$ cat src/rtl/cpu_reg_pkg.sv
// Shared register-addressing types for the write-back path and the register-file controller.
// A register's flat index is {gfflag, num}: general registers 0..15, float registers 16..31.
package cpu_reg_pkg;

    typedef struct packed {
        logic       gfflag;
        logic [3:0] num;
    } regaddr_t;

    localparam int NREGS = 32;

    typedef logic [31:0] word_t;

    function automatic logic [4:0] regIndex(input regaddr_t a);
        return {a.gfflag, a.num};
    endfunction

endpackage

$ cat src/rtl/rr_arbiter.sv
// Combinational round-robin picker: the first requester at or after the pointer, wrapping at NREQ.
// The caller owns the pointer register.
module rr_arbiter #(
    parameter int NREQ  = 3,
    parameter int IDX_W = 2
) (
    input  logic [NREQ-1:0]  req_i,
    input  logic [IDX_W-1:0] ptr_i,
    output logic [NREQ-1:0]  gnt_o,
    output logic [IDX_W-1:0] gntIdx_o,
    output logic             gntValid_o
);

    int cand;

    always_comb begin
        gnt_o      = '0;
        gntIdx_o   = '0;
        gntValid_o = 1'b0;
        cand       = 0;
        for (int off = 0; off < NREQ; off++) begin
            cand = (int'(ptr_i) + off) % NREQ;
            if (!gntValid_o && req_i[cand]) begin
                gnt_o[cand] = 1'b1;
                gntIdx_o    = IDX_W'(cand);
                gntValid_o  = 1'b1;
            end
        end
    end

endmodule

$ cat src/rtl/reg_wb_arbiter.sv
// Shares the register-file write port among NREQ write-back sources (one write per cycle,
// round-robin) and keeps the pending-write scoreboard the issue stage uses for RAW stalls.
module reg_wb_arbiter
    import cpu_reg_pkg::*;
#(
    parameter int NREQ   = 3,
    parameter int DATA_W = 32,
    parameter int NUM_W  = 4
) (
    input  logic                     clk,
    input  logic                     rstn,
    input  logic [NREQ-1:0]          req_valid,
    output logic [NREQ-1:0]          req_ready,
    input  logic [NREQ-1:0]          req_gfflag,
    input  logic [NREQ*NUM_W-1:0]    req_num,
    input  logic [NREQ*DATA_W-1:0]   req_data,
    output logic                     wb_enable,
    output logic                     wb_gfflag,
    output logic [NUM_W-1:0]         wb_num,
    output logic [DATA_W-1:0]        wb_data,
    input  logic                     claim_valid,
    input  logic                     claim_gfflag,
    input  logic [NUM_W-1:0]         claim_num,
    input  logic                     rs_gfflag,
    input  logic [NUM_W-1:0]         rs_num,
    input  logic                     rt_gfflag,
    input  logic [NUM_W-1:0]         rt_num,
    output logic                     rs_busy,
    output logic                     rt_busy,
    output logic [2**(NUM_W+1)-1:0]  busy_mask
);

    localparam int IDX_W  = (NREQ > 1) ? $clog2(NREQ) : 1;
    localparam int BUSY_W = 2 ** (NUM_W + 1);

    logic [NREQ-1:0]   gnt;
    logic [IDX_W-1:0]  gntIdx;
    logic              gntValid;
    logic              xfer;

    logic              selGf;
    logic [NUM_W-1:0]  selNum;
    logic [DATA_W-1:0] selData;

    logic [IDX_W-1:0]  ptr_q,    ptr_d;
    logic              wbEn_q,   wbEn_d;
    logic              wbGf_q,   wbGf_d;
    logic [NUM_W-1:0]  wbNum_q,  wbNum_d;
    logic [DATA_W-1:0] wbData_q, wbData_d;
    logic [BUSY_W-1:0] busy_q,   busy_d;

    rr_arbiter #(
        .NREQ  (NREQ),
        .IDX_W (IDX_W)
    ) u_rr (
        .req_i      (req_valid),
        .ptr_i      (ptr_q),
        .gnt_o      (gnt),
        .gntIdx_o   (gntIdx),
        .gntValid_o (gntValid)
    );

    // Nothing is accepted while reset is asserted, even if a source misbehaves.
    assign req_ready = rstn ? gnt : '0;
    assign xfer      = rstn & gntValid;

    always_comb begin
        selGf   = 1'b0;
        selNum  = '0;
        selData = '0;
        for (int i = 0; i < NREQ; i++) begin
            if (gnt[i]) begin
                selGf   = req_gfflag[i];
                selNum  = req_num[i*NUM_W +: NUM_W];
                selData = req_data[i*DATA_W +: DATA_W];
            end
        end
    end

    always_comb begin
        ptr_d    = ptr_q;
        wbEn_d   = xfer;
        wbGf_d   = wbGf_q;
        wbNum_d  = wbNum_q;
        wbData_d = wbData_q;
        if (xfer) begin
            ptr_d    = (gntIdx == IDX_W'(NREQ - 1)) ? '0 : gntIdx + 1'b1;
            wbGf_d   = selGf;
            wbNum_d  = selNum;
            wbData_d = selData;
        end
    end

    // Clear first so a same-edge claim of the register being written leaves it busy.
    always_comb begin
        busy_d = busy_q;
        if (xfer) begin
            busy_d[{selGf, selNum}] = 1'b0;
        end
        if (claim_valid) begin
            busy_d[{claim_gfflag, claim_num}] = 1'b1;
        end
    end

    always_ff @(posedge clk) begin
        if (!rstn) begin
            ptr_q    <= '0;
            wbEn_q   <= 1'b0;
            wbGf_q   <= 1'b0;
            wbNum_q  <= '0;
            wbData_q <= '0;
            busy_q   <= '0;
        end else begin
            ptr_q    <= ptr_d;
            wbEn_q   <= wbEn_d;
            wbGf_q   <= wbGf_d;
            wbNum_q  <= wbNum_d;
            wbData_q <= wbData_d;
            busy_q   <= busy_d;
        end
    end

    assign wb_enable = wbEn_q;
    assign wb_gfflag = wbGf_q;
    assign wb_num    = wbNum_q;
    assign wb_data   = wbData_q;
    assign busy_mask = busy_q;
    assign rs_busy   = busy_q[{rs_gfflag, rs_num}];
    assign rt_busy   = busy_q[{rt_gfflag, rt_num}];

endmodule

$ cat config.mk
export PLATFORM = sky130hd
export DESIGN_NAME = reg_wb_arbiter
export DESIGN_NICKNAME = d
export VERILOG_FILES = /design/src/rtl/cpu_reg_pkg.sv /design/src/rtl/rr_arbiter.sv /design/src/rtl/reg_wb_arbiter.sv
export SDC_FILE = /design/constraint.sdc
export NUM_CORES = 1
export LEC_CHECK = 0
export BUFFER_PORTS_ARGS = -buffer_cell sky130_fd_sc_hd__buf_2
export CORE_ASPECT_RATIO = 1.5
export CORE_MARGIN = 2
export CORE_UTILIZATION = 52
export CTS_CLUSTER_SIZE = 12
export DETAILED_ROUTE_END_ITERATION = 7
export PLACE_DENSITY = 0.87
export SLEW_MARGIN = 20
export SYNTH_ARGS = -nofsm -noshare
export SYNTH_HDL_FRONTEND = slang
export SYNTH_SLANG_ARGS = --single-unit
$ cat constraint.sdc
create_clock -name clk -period 5.81 [get_ports clk]
set_input_delay 1.4525 -clock clk [delete_from_list [all_inputs] [get_ports clk]]
set_output_delay 1.4525 -clock clk [all_outputs]
set_load 0.01 [all_outputs]
; ---- Word-level counts from Yosys, hierarchy flattened
; Index checks and enable logic that the tools add are counted.
[totals]
register_bits = 72
input_bits = 132
output_inout_bits = 75
wordCells = 85
[classes]
addsub = 3
n_div = 3
n_lt_le_gt_ge = 12
eq_ne = 1
muxes = 45
bitwise_logic = 6
reduce_logical = 9
[ops]
columns = op, count
row1 = 32-bit two-way mux, 5
row2 = 32-bit by 1-bit greater-or-equal comparator with 1-bit output (second input constant), 3
row3 = 32-bit by 4-bit less-than comparator with 1-bit output (second input constant), 3
row4 = 32-bit by 3-bit modulo with 32-bit output (second input constant), 2
row5 = 32-bit AND, 1
row6 = 3-bit by 3-bit modulo with 32-bit output (second input constant), 1
row7 = 32-bit NOT, 1
row8 = 32-bit bitwise OR, 1
row9 = 5-bit by 6-bit less-than comparator with 1-bit output (second input constant), 4
row10 = 1-bit two-way mux, 19
row11 = 3-bit two-way mux, 4
row12 = 4-bit two-way mux, 3
row13 = 1-bit binary-select mux with 5-bit select, 2
row14 = 1-bit demux with 5-bit select, 2
row15 = 5-bit by 1-bit greater-or-equal comparator with 1-bit output (second input constant), 2
row16 = 2-bit two-way mux, 4
row17 = 1-bit logical AND, 7
row18 = 1-bit binary-select mux with 2-bit select, 3
row19 = 1-bit demux with 2-bit select, 3
row20 = 3-bit bitwise OR, 2
row21 = 2-bit by 1-bit adder with 3-bit output (second input constant), 1
row22 = 2-bit by 2-bit adder with 3-bit output (second input constant), 1
row23 = 2-bit by 1-bit adder with 2-bit output (second input constant), 1
row24 = 2-bit equality test (second input constant), 1
row25 = 2 further kinds, 3

; ---- Longest topological paths before layout
[logic_depth]
ltp_word = 23
ltp_mapped = 12
ltp_nobuf = 9

; ---- Hierarchy
; Synthesis repeated with hierarchy kept, for this count alone.
[unflattened]
hier_cells = 558
hier_area_um2 = 4872.2
[modules_own_cells]
columns = mod, instances, cells_each, area_per_inst_um2, seq_area_each_um2
row1 = reg_wb_arbiter, 1, 506, 4490.6, 1441.4
row2 = rr_arbiter, 1, 52, 381.6, 0.0

; ---- Worst setup path after synthesis
; OpenSTA, ideal clock, no wires.
[synth_path]
kind = input to output
start = input rs_num[0]
end = output rs_busy
arrival_time_ns = 3.172
t_required_ns = 4.358
setup_slack_ns = 1.186
cell_stages = 4
path_buffers = 1
cell_sequence = clkbuf_1 mux4_2 mux4_2 mux2_2
[synth_via]
elab_chain_len = 2
[synth_rtl]
columns = item, line_no
row1 = start: declaration, reg_wb_arbiter.sv:25  ; input logic [NUM_W-1:0] rs_num,
row2 = 1-bit binary-select mux with 5-bit select, reg_wb_arbiter.sv:128  ; assign rs_busy = busy_q[{rs_gfflag, rs_num}];
row3 = 1-bit two-way mux (not written as such), reg_wb_arbiter.sv:128
row4 = end: declaration, reg_wb_arbiter.sv:28  ; output logic rs_busy,
; Every way passes these cells. The select of a mux whose other input is x is not followed.

; ---- Final worst setup path
[layout_path]
start = input rt_num[0]
end = output rt_busy
[layout_via]
elab_chain_len = 2
[layout_rtl]
columns = item, line_no
row1 = start: declaration, reg_wb_arbiter.sv:27  ; input logic [NUM_W-1:0] rt_num,
row2 = 1-bit binary-select mux with 5-bit select, reg_wb_arbiter.sv:129  ; assign rt_busy = busy_q[{rt_gfflag, rt_num}];
row3 = 1-bit two-way mux (not written as such), reg_wb_arbiter.sv:129
row4 = end: declaration, reg_wb_arbiter.sv:29  ; output logic rt_busy,
; Every way passes these cells. The select of a mux whose other input is x is not followed.

==> results.py <==
metrics = {
    "timing": {
        "worst_slew_pin_slew_ns": 0.6904,
        "rsz0062_at_grt": "false",
        "slew_violations": 0,
        "finalCritPeriodShare": 0.7935,
        "clock_skew_ns": 0.007111,
        "max_freq_mhz": 216.9,
        "slew_headroom": 0.5397,
        "period_minus_slack_ns": 4.610,
        "hold_viol": 0,
        "fin_setup_tns_ns": 0,
        "setup_viol": 0,
    },
    "worst_setup_path": {
        "rr_endpoint": "busy_mask[20]$_SDFF_PN0_",
        "cp.arrival_ns": 3.16,
        "cp.required_ns": 4.36,
        "cpPeakStageDelay_ns": 0.55,
        "crit_fanout": 8,
        "path_cells": "buf_2, mux4_2, mux4_2, mux2_2, buf_2",
        "ff2ff_setup_slack_ns": 2.28,
        "cp_slowest_cell": "mux4_2",
        "path_class": "primary input to output pin",
        "critPathTopFamily": "multiplexers",
        "crit-reg2reg-launch": "ptr_q[0]$_SDFFE_PN0P_",
        "cp-start-kind": "primary input",
        "end_kind": "output pin",
        "rr_worst_depth": 10,
        "path_buf_inv": 2,
    },
    "floorplan": {
        "num_rows": 42,
        "die_x_um": 81.65,
        "core-area_sq_mm": 0.008828,
        "start_util": 0.5327,
        "ioPinCount": 207,
        "die-area_sq_mm": 0.009837,
        "die_h_um": 120.5,
    },
    "routing": {
        "wl_met1_um": 5645,
        "routed_via_density": 6.242,
        "drc_errors": 0,
        "routed_wl_um": 17020,
        "drtPass1Iterations": 5,
        "met2_length_um": 8454,
        "wl_met3_um": 1899,
        "top_layer": "met5",
        "drtIter0Drc": 293,
        "ant_nets": 0,
        "vias": 5168,
        "wire_per_inst_um": 20.56,
    },
    "job": {
        "maxCapViolations": 0,
    },
    "synth": {
        "ys_async_sr_fraction": 0,
        "synth.distinct_cells": 59,
        "synthCells": 535,
        "synth_fp_nets": 671,
        "ys_seq_area_frac": 0.3065,
        "synth-main-ff-cell": "dfxtp_1",
        "ys_warn_count": 0,
        "ys_seq_elements": 72,
        "avgSynthCellArea_sq_um": 8.791,
        "synth_edf_count": 0,
        "synth_area_sq_mm": 0.004703,
    },
    "cts": {
        "path_clk_slew_ns": 0.05,
        "cts_resized": 0,
        "cts-htree-levels": 3,
        "cts_buffers": 9,
        "cts_root_buffer": "clkbuf_16",
        "cts_hold_buf": 0,
        "cts.path.max_buffers": 2,
        "insertion_delay_ns": 0.33,
        "clock-sinks": 72,
        "cts_setup_buffers": 0,
        "cts_tree": "done",
    },
    "global_route": {
        "grt_pass1_wl_um": 25630,
        "grt_antenna_before_repair": 2,
        "grt_overflow": 0,
        "grt_max_degree": 70,
        "grt_pass1_vias": 4927,
        "grt_usage": 0.3472,
    },
    "cells_and_area": {
        "layout.nets": 849,
        "fin_area_sq_mm": 0.006010,
        "layout-drive-gt1-share": 0.3975,
        "fillers": 763,
        "area_growth_pct": 27.77,
    },
    "run_status": {
        "status": "completed",
    },
    "power_and_ir_drop": {
        "irDropWorstVdd_uv": 193.3,
        "power.leakage_nw": 2.591,
        "p_per_area_mw_per_mm2": 324.8,
    },
    "placed_design": {
        "post_dp_cell_area_sq_mm": 0.005717,
        "hpwlAfterDp_um": 13000,
        "place_congestion": 1.041,
        "numPortBuffers": 206,
    },
    "worst_hold_path": {
        "hold_class": "register to register",
        "hold_path_startpoint": "wb_num[3]$_SDFFE_PN0P_",
        "hold_path_end": "wb_num[3]$_SDFFE_PN0P_",
        "hold_depth": 2,
    },
}
==> metal layers <==
metal | global-route usage | vias up
met5 | 0 | -
met4 | 0.1938 | 2
met3 | 0.1187 | 77
met2 | 0.6066 | 333
met1 | 0.3503 | 2387
li1 | - | 2369
==> worst max path at each step <==
stage                          from      end  cells past startpoint
after floorplan           rs_num[0]  rs_busy                      4
after global placement    rs_num[0]  rs_busy                      5
after detailed placement  rs_num[0]  rs_busy                      5
after CTS                 rt_num[0]  rt_busy                      5
after global routing      rs_num[0]  rs_busy                      5
final                     rt_num[0]  rt_busy                      5
==> stage by stage <==
stage / utilization / hold WS [ns] / setup slack [ns] / power (mW) / std cells
final: 0.6807 / 0.4609 / 1.200 / 1.952 / 828
after global routing: 0.6807 / 0.4974 / 1.142 / 2.063 / 828
after CTS: 0.6803 / 0.4656 / 1.196 / 1.949 / 827
after detailed placement: 0.6475 / 0.4581 / 1.200 / 1.410 / 812
after global placement: 0.6475 / 0.4505 / 1.232 / 1.391 / 812
after floorplan: - / 0.4876 / 1.186 / 1.168 / 535
==> cell type report <==
class	count	area (sq um)	area share
antenna	1	2.502	0.0004164
clock buffer	12	246.5	0.04102
clock inverter	3	42.54	0.007079
inverter	6	22.52	0.003748
multi-input combinational	414	3055	0.5084
sequential	72	1441	0.2398
tap	110	137.6	0.02290
timing repair buffer	210	1061	0.1766
==> flip-flops by register name (all words and copies together) (netlist names) <==
register / flops
busy_mask: 32
ptr_q: 2
wb_data: 32
wb_enable: 1
wb_gfflag: 1
wb_num: 4
==> cells in the final DEF (no fill, tap or decap), drive strengths merged, types with 2 or more instances in the layout <==
cell    count
buf       210
dfxtp      72
o21ai      70
a22oi      65
nor2       49
and2       38
nand2      36
a31oi      27
mux4       20
nor3       13
a21oi      12
clkbuf     12
nor3b       7
and3        7
inv         6
nor2b       6
nand3b      6
o211a       4
a21o        4
or2         4
ha          4
o21a        4
o31ai       4
nand2b      3
o211ai      3
a21boi      3
mux2i       3
mux2        3
or3b        3
a311o       2
o31a        2
nand3       2
a311oi      2
==> synth_stat cells (4+ instances only) <==
master | n | area, sq um
dfxtp_1 | 72 | 1441
o21ai_0 | 67 | 335.3
a22oi_1 | 65 | 488.0
nor2_1 | 49 | 183.9
and2_1 | 37 | 231.5
nand2_1 | 35 | 131.4
clkbuf_1 | 28 | 105.1
a31oi_1 | 24 | 150.1
mux4_2 | 20 | 450.4
a21oi_1 | 12 | 60.06
nor3_1 | 10 | 50.05
buf_2 | 9 | 45.04
inv_1 | 6 | 22.52
nand3b_1 | 6 | 45.04
nor2b_1 | 6 | 37.54
nor3b_1 | 5 | 37.54
a21o_1 | 4 | 30.03
and3_1 | 4 | 25.02
ha_1 | 4 | 50.05
o211a_1 | 4 | 40.04
o21a_1 | 4 | 30.03
or2_2 | 4 | 25.02
==> logic make-up (layout without fill, tap and decap cells) <==
group / Yosys count / after routing / synth area share
other: 0 / 1 / 0
flip-flops: 72 / 72 / 0.3065
AND/OR/NAND/NOR: 178 / 178 / 0.2104
buffers and inverters: 49 / 231 / 0.04576
multiplexers: 26 / 26 / 0.1128
adder cells (fa/ha/maj): 4 / 4 / 0.01064
AO/OA/AOI/OAI: 206 / 206 / 0.3139
==> report_power, final <==
group	total (mW)	internal (mW)	switching, mW
clock	0.542	0.341	0.201
combinational	0.804	0.324	0.481
sequential	0.606	0.562	0.0436
total	1.95	1.23	0.725
==> worst reg2reg max path, delay by kind of cell, from the launching register on <==
kind            cells  cell delay [ns]
simple gates        4             1.12
compound gates      3             0.73
buf+inv             2             0.62
fa+ha+maj           1             0.56
flops               1             0.38
(Power assumes the default switching activity.)
